--- config.mk ---
export PLATFORM = sky130hd
export DESIGN_NAME = data_mem_responder
export DESIGN_NICKNAME = d
export VERILOG_FILES = /design/src/rtl/data_mem_responder.sv
export SDC_FILE = /design/constraint.sdc
export NUM_CORES = 2
export LEC_CHECK = 0
export ABC_AREA = 1
export BUFFER_PORTS_ARGS = -buffer_cell sky130_fd_sc_hd__buf_4
export CAP_MARGIN = 5
export CORE_MARGIN = 2
export CORE_UTILIZATION = 55
export DETAILED_ROUTE_END_ITERATION = 7
export HOLD_SLACK_MARGIN = 0.03
export PLACE_DENSITY_LB_ADDON = 0.15
export SLEW_MARGIN = 20
export SYNTH_ARGS = -nofsm -noshare
export SYNTH_HDL_FRONTEND = slang
export SYNTH_SLANG_ARGS = --single-unit
--- constraint.sdc ---
create_clock -name clk -period 5.8 [get_ports clk]
set_clock_uncertainty 0.15 [all_clocks]
set_input_delay 1.16 -clock clk [delete_from_list [all_inputs] [get_ports clk]]
set_output_delay 1.16 -clock clk [all_outputs]
set_load 0.02 [all_outputs]
--- src/rtl/data_mem_responder.sv ---
// -----------------------------------------------------------------------------
// data_mem_responder
//   Handshaked data-memory target for the core's load/store port. Accepts one
//   request at a time over a valid/ready handshake, then returns a response
//   exactly LATENCY cycles after the accept edge. Loads and stores are sized
//   by the RISC-V funct3 field (B/H/W with signed and unsigned load variants).
//
//   Optional build macro: MISALIGN_TRAP_EN
//     defined   - misaligned H/HU/W accesses and funct3 011/110/111 return an
//                 error response (rsp_err=1, rsp_rdata=0, no array write).
//     undefined - rsp_err is constant 0; misaligned low address bits are
//                 forced down and the unused funct3 codes act as word accesses.
//
// Parameters
//   DEPTH_WORDS  number of 32-bit words (power of 2, >= 4)
//   LATENCY      cycles from accept edge to rsp_valid high (>= 1)
//
// Ports
//   clk          clock, all logic on posedge
//   reset        synchronous active-high reset
//   req_valid    request present
//   req_ready    responder can accept (IDLE and not in reset)
//   req_we       1 = store, 0 = load
//   req_funct3   access size / signedness
//   req_addr     byte address (upper bits beyond the array alias)
//   req_wdata    right-aligned store data
//   rsp_valid    response present
//   rsp_ready    requester takes the response
//   rsp_rdata    sized and extended load data, 0 for stores
//   rsp_err      error response flag
// -----------------------------------------------------------------------------
module data_mem_responder #(
  parameter int DEPTH_WORDS = 64,
  parameter int LATENCY     = 2
) (
  input  logic        clk,
  input  logic        reset,
  input  logic        req_valid,
  output logic        req_ready,
  input  logic        req_we,
  input  logic [2:0]  req_funct3,
  input  logic [31:0] req_addr,
  input  logic [31:0] req_wdata,
  output logic        rsp_valid,
  input  logic        rsp_ready,
  output logic [31:0] rsp_rdata,
  output logic        rsp_err
);

  localparam int AW    = $clog2(DEPTH_WORDS);
  localparam int CNT_W = (LATENCY > 1) ? $clog2(LATENCY) : 1;

  typedef enum logic [1:0] {S_IDLE, S_WAIT, S_RESP} state_t;

  state_t           state;
  logic [CNT_W-1:0] cnt;

  // Request captured on the accept edge; only the bits that index the array
  // are kept, the rest of the address aliases.
  logic             lat_we;
  logic [2:0]       lat_funct3;
  logic [AW+1:0]    lat_addr;
  logic [31:0]      lat_wdata;

  logic [31:0]      mem [DEPTH_WORDS];

  logic             unused_addr_bits;
  assign unused_addr_bits = ^req_addr[31:AW+2];

  assign req_ready = (state == S_IDLE) && !reset;

  // The edge that ends the wait window is the commit edge: the array is
  // written or sampled and the response becomes visible on that same edge.
  logic commit;
  assign commit = (state == S_WAIT) && (cnt == '0);

  // ---------------------------------------------------------------------------
  // Access decode from the captured request
  // ---------------------------------------------------------------------------
  logic [AW-1:0] word_idx;
  logic [1:0]    lane;
  logic          is_byte;
  logic          is_half;
  logic          is_unsigned;
  logic          err_c;

  assign word_idx    = lat_addr[AW+1:2];
  assign lane        = lat_addr[1:0];
  assign is_byte     = (lat_funct3[1:0] == 2'b00);
  assign is_half     = (lat_funct3[1:0] == 2'b01);
  // funct3 110 has bit 2 set but is a word access, so this only matters for
  // the byte/half paths below.
  assign is_unsigned = lat_funct3[2];

`ifdef MISALIGN_TRAP_EN
  assign err_c = (lat_funct3 == 3'b011) || (lat_funct3 == 3'b110) ||
                 (lat_funct3 == 3'b111) ||
                 (is_half && lat_addr[0]) ||
                 (!is_byte && !is_half && (lat_addr[1:0] != 2'b00));
`else
  assign err_c = 1'b0;
`endif

  logic [31:0] rd_word;
  logic [7:0]  byte_val;
  logic [15:0] half_val;
  logic [31:0] load_data;
  logic [3:0]  byte_en;
  logic [31:0] wr_data;

  assign rd_word  = mem[word_idx];
  assign byte_val = rd_word[{lane, 3'b000} +: 8];
  // Half lane is chosen by addr[1] alone, which forces misaligned halves down.
  assign half_val = lat_addr[1] ? rd_word[31:16] : rd_word[15:0];

  // NOTE: every output of a combinational block gets a value on every path
  // (defaults first), otherwise the tool infers a latch to hold the old value.
  always_comb begin
    load_data = rd_word;
    byte_en   = 4'b1111;
    wr_data   = lat_wdata;
    if (is_byte) begin
      load_data = {{24{byte_val[7] & ~is_unsigned}}, byte_val};
      byte_en   = 4'b0001 << lane;
      wr_data   = {4{lat_wdata[7:0]}};
    end else if (is_half) begin
      load_data = {{16{half_val[15] & ~is_unsigned}}, half_val};
      byte_en   = lat_addr[1] ? 4'b1100 : 4'b0011;
      wr_data   = {2{lat_wdata[15:0]}};
    end
  end

  // ---------------------------------------------------------------------------
  // Array write port
  // ---------------------------------------------------------------------------
  // NOTE: the storage array has no reset; contents survive reset and clearing
  // it would turn a RAM into thousands of resettable flops.
  always_ff @(posedge clk) begin
    if (!reset && commit && lat_we && !err_c) begin
      for (int b = 0; b < 4; b++) begin
        if (byte_en[b]) mem[word_idx][8*b +: 8] <= wr_data[8*b +: 8];
      end
    end
  end

  // ---------------------------------------------------------------------------
  // Control FSM with registered response outputs
  // ---------------------------------------------------------------------------
  // NOTE: clocked state uses non-blocking assignments so every register sees
  // the pre-edge value of every other register, regardless of statement order.
  always_ff @(posedge clk) begin
    if (reset) begin
      state     <= S_IDLE;
      cnt       <= '0;
      rsp_valid <= 1'b0;
      rsp_rdata <= '0;
      rsp_err   <= 1'b0;
    end else begin
      case (state)
        S_IDLE: begin
          if (req_valid) begin
            lat_we     <= req_we;
            lat_funct3 <= req_funct3;
            lat_addr   <= req_addr[AW+1:0];
            lat_wdata  <= req_wdata;
            // Counter holds the number of further WAIT cycles; with
            // LATENCY==1 it starts at zero and the next edge commits.
            cnt        <= CNT_W'(LATENCY - 1);
            state      <= S_WAIT;
          end
        end
        S_WAIT: begin
          if (commit) begin
            state     <= S_RESP;
            rsp_valid <= 1'b1;
            rsp_rdata <= (lat_we || err_c) ? '0 : load_data;
            rsp_err   <= err_c;
          end else begin
            cnt <= cnt - CNT_W'(1);
          end
        end
        S_RESP: begin
          if (rsp_ready) begin
            state     <= S_IDLE;
            rsp_valid <= 1'b0;
            rsp_rdata <= '0;
            rsp_err   <= 1'b0;
          end
        end
        default: state <= S_IDLE;
      endcase
    end
  end

endmodule

==> results_dict.tcl <==
set metrics [dict create \
    pre_cts_ws_ps 1558 \
    wl_per_cell_um 26.57 \
    final_nets 7160 \
    rsz0062_at_grt "false" \
    end_kind "flip-flop" \
    synth_top_area_share 0.7247 \
    area_delta_synth_final_pct 9.772 \
    ctsResizeCount 0 \
    cts.path.max_buffers 3 \
    path_max_fanout 121 \
    hp-class "flip-flop to flip-flop" \
    ys_seq_elements 2134 \
    status "finished with violations" \
    drive_above_1_share 0.07382 \
    maxCapViolations 0 \
    cts_root_buf "clkbuf_16" \
    cts_made_buffers 209 \
    drt_iter0_drc 8125 \
    cts.sinks 2134 \
    die_w_um 401.0 \
    setup_violations 0 \
    grt_util_met1 0.4217 \
    max_slew.worst_pin.slew_ps 1211 \
    gp_congestion 0.9195 \
    track_usage 0.3041 \
    syn_area_mm2 0.08668 \
    syn_nets 7236 \
    syn-instance-count 7164 \
    post-route-period-util 0.7281 \
    core_mm2 0.1564 \
    cts_setup_buffers 0 \
    htree_levels 4 \
    synth_cell_type_count 33 \
    startpoint_type "flip-flop" \
    grt-ovfl-total 0 \
    crit_required_ps 6400 \
    p_per_area_mw_per_mm2 352.3 \
    crit_type "flip-flop to flip-flop" \
    whs_path_depth 2 \
    grt_util_met3 0.07290 \
    ys_seq_area_frac 0.7344 \
    layout_setup_ws_ps 1577 \
    use_met2 0.4508 \
    drtPass1Iterations 8 \
    fin_setup_tns_ps 0 \
    synth.area.top_cells "edfxtp_1, nand3_1, nand2_1" \
    worstPathArrival_ps 4830 \
    final_max_slew_viol_count 0 \
    mostFrequentLayoutCell "edfxtp_1" \
    cts.reportedPaths.clkPinSlew_ps 60 \
    violations "DRC" \
    antenna_found_initial 15 \
    p_leak_nw 31.92 \
    yosysWarnings 0 \
    antenna_left 0 \
    start_util 0.5543 \
    finalHoldViolations 0 \
    max_freq_ghz 0.2368 \
    grt_pass1_vias 53120 \
    synth_area_leader_cell "edfxtp_1" \
    worst_r2r_path_depth 14 \
    grt_max_degree 212 \
    final_cell_mix "edfxtp_1, nand2_1, nand3_1" \
    clk_latency_ps 850 \
    wl_mm 247.8 \
    avgSynthCellArea_um2 12.10 \
    holdBufCountCts 0 \
    place_hpwl_mm 143.8 \
    relSlewSlack 0.1909 \
    vdd_drop_max_uv 350.9 \
    cts_tree "yes" \
    rows 145 \
    dieArea_mm2 0.1608 \
    grt_pass1_wl_mm 358.3 \
    port_buffers 81 \
    via_count 57020 \
    fin_crit_ps 4223 \
    fp.dieH_um 401.0 \
    vias_per_cell 6.113 \
    drt_drc_violations_left 36 \
    grt_most_used_layer "met2" \
    pin_count 107 \
]
==> worst max-delay path, cell delays in order, from the launching register on <==
cell and delay (ps):
dfxtp_4 500, inv_8 710, buf_4 340, o21ai_0 100
o22ai_1 240, nand2_1 80, nand3_1 110, nand3_1 160
nand3_1 260, nand2_1 80, nor2_1 830, a21oi_1 90
nand2_1 120, nand2_1 80, a21oi_1 180
==> metrics by stage <==
stage | power (mW) | utilization | area, um^2 | hold slack, ps | cells
floorplan | 19.42 | - | 86680 | 306.0 | 7164
finish | 33.53 | 0.6084 | 95150 | 318.4 | 9327
detailed placement | 20.49 | 0.5654 | 88430 | 307.4 | 8935
CTS | 33.57 | 0.6082 | 95120 | 291.3 | 9319
global placement | 20.45 | 0.5654 | 88430 | 302.9 | 8935
global route | 34.47 | 0.6084 | 95150 | 298.5 | 9325
==> flip-flops by register name (all words and copies together), names as in the netlist, named ones only <==
register and count:
state 2, lat_addr 8, rsp_rdata 32, lat_we 1
cnt 1, lat_funct3 3, rsp_valid 1, lat_wdata 32
mem 2048
==> logic make-up (layout without fill, tap and decap cells) <==
| kind of cell | count (synthesis) | count (layout) | share of synthesized area |
|---|---|---|---|
| AO/OA/AOI/OAI | 948 | 948 | 0.05908 |
| buffers and inverters | 575 | 672 | 0.03689 |
| flip-flops | 2134 | 2134 | 0.7344 |
| other | 1 | 9 | 0.00004326 |
| AND/OR/NAND/NOR | 3506 | 3506 | 0.1696 |
==> synth_stat cells (all sizes together) <==
| master | n |
|---|---|
| nand3 | 1185 |
| a211oi | 1 |
| nor3 | 18 |
| dfxtp | 42 |
| nand2 | 1496 |
| nor3b | 1 |
| a21oi | 90 |
| clkinv | 2 |
| o211ai | 7 |
| o31ai | 1 |
| nor2 | 802 |
| o22ai | 259 |
| buf | 384 |
| o21ai | 590 |
| edfxtp | 2092 |
| clkbuf | 109 |
| and2 | 1 |
| conb | 1 |
| inv | 80 |
| and3 | 3 |
==> final cells by class <==
class	count	area, um^2
Multi-Input combinational cell	4455	20000
Sequential cell	2134	63680
Clock inverter	116	1125
Fill cell	12170	61230
Clock buffer	268	5564
Timing Repair Buffer	206	1859
Antenna cell	8	20.02
Tap cell	2058	2575
Inverter	82	332.8
==> power breakdown <==
group	switching, mW	leakage (nW)	internal (mW)
Combinational	2.37	9.49	0.787
Sequential	0.0510	19.2	17.0
Clock	5.80	3.23	7.50
==> worst paths after layout <==
path	from	end	slack (ps)
worst min-delay path	rsp_rdata[16]	rsp_rdata[16]	320
worst max register to register	flip-flop	rsp_rdata[21]	1580
worst max-delay path	flip-flop	rsp_rdata[21]	1580
worst min register to register	rsp_rdata[16]	rsp_rdata[16]	320
==> routing by layer <==
layer | vias up | part of all wire
met3 | 532 | 0.10
met4 | 12 | 0.054
met1 | 27860 | 0.39
li1 | 25600 | -
met2 | 3019 | 0.45
met5 | - | 0.00032
No activity file was read; power rests on OpenSTA's default activity.
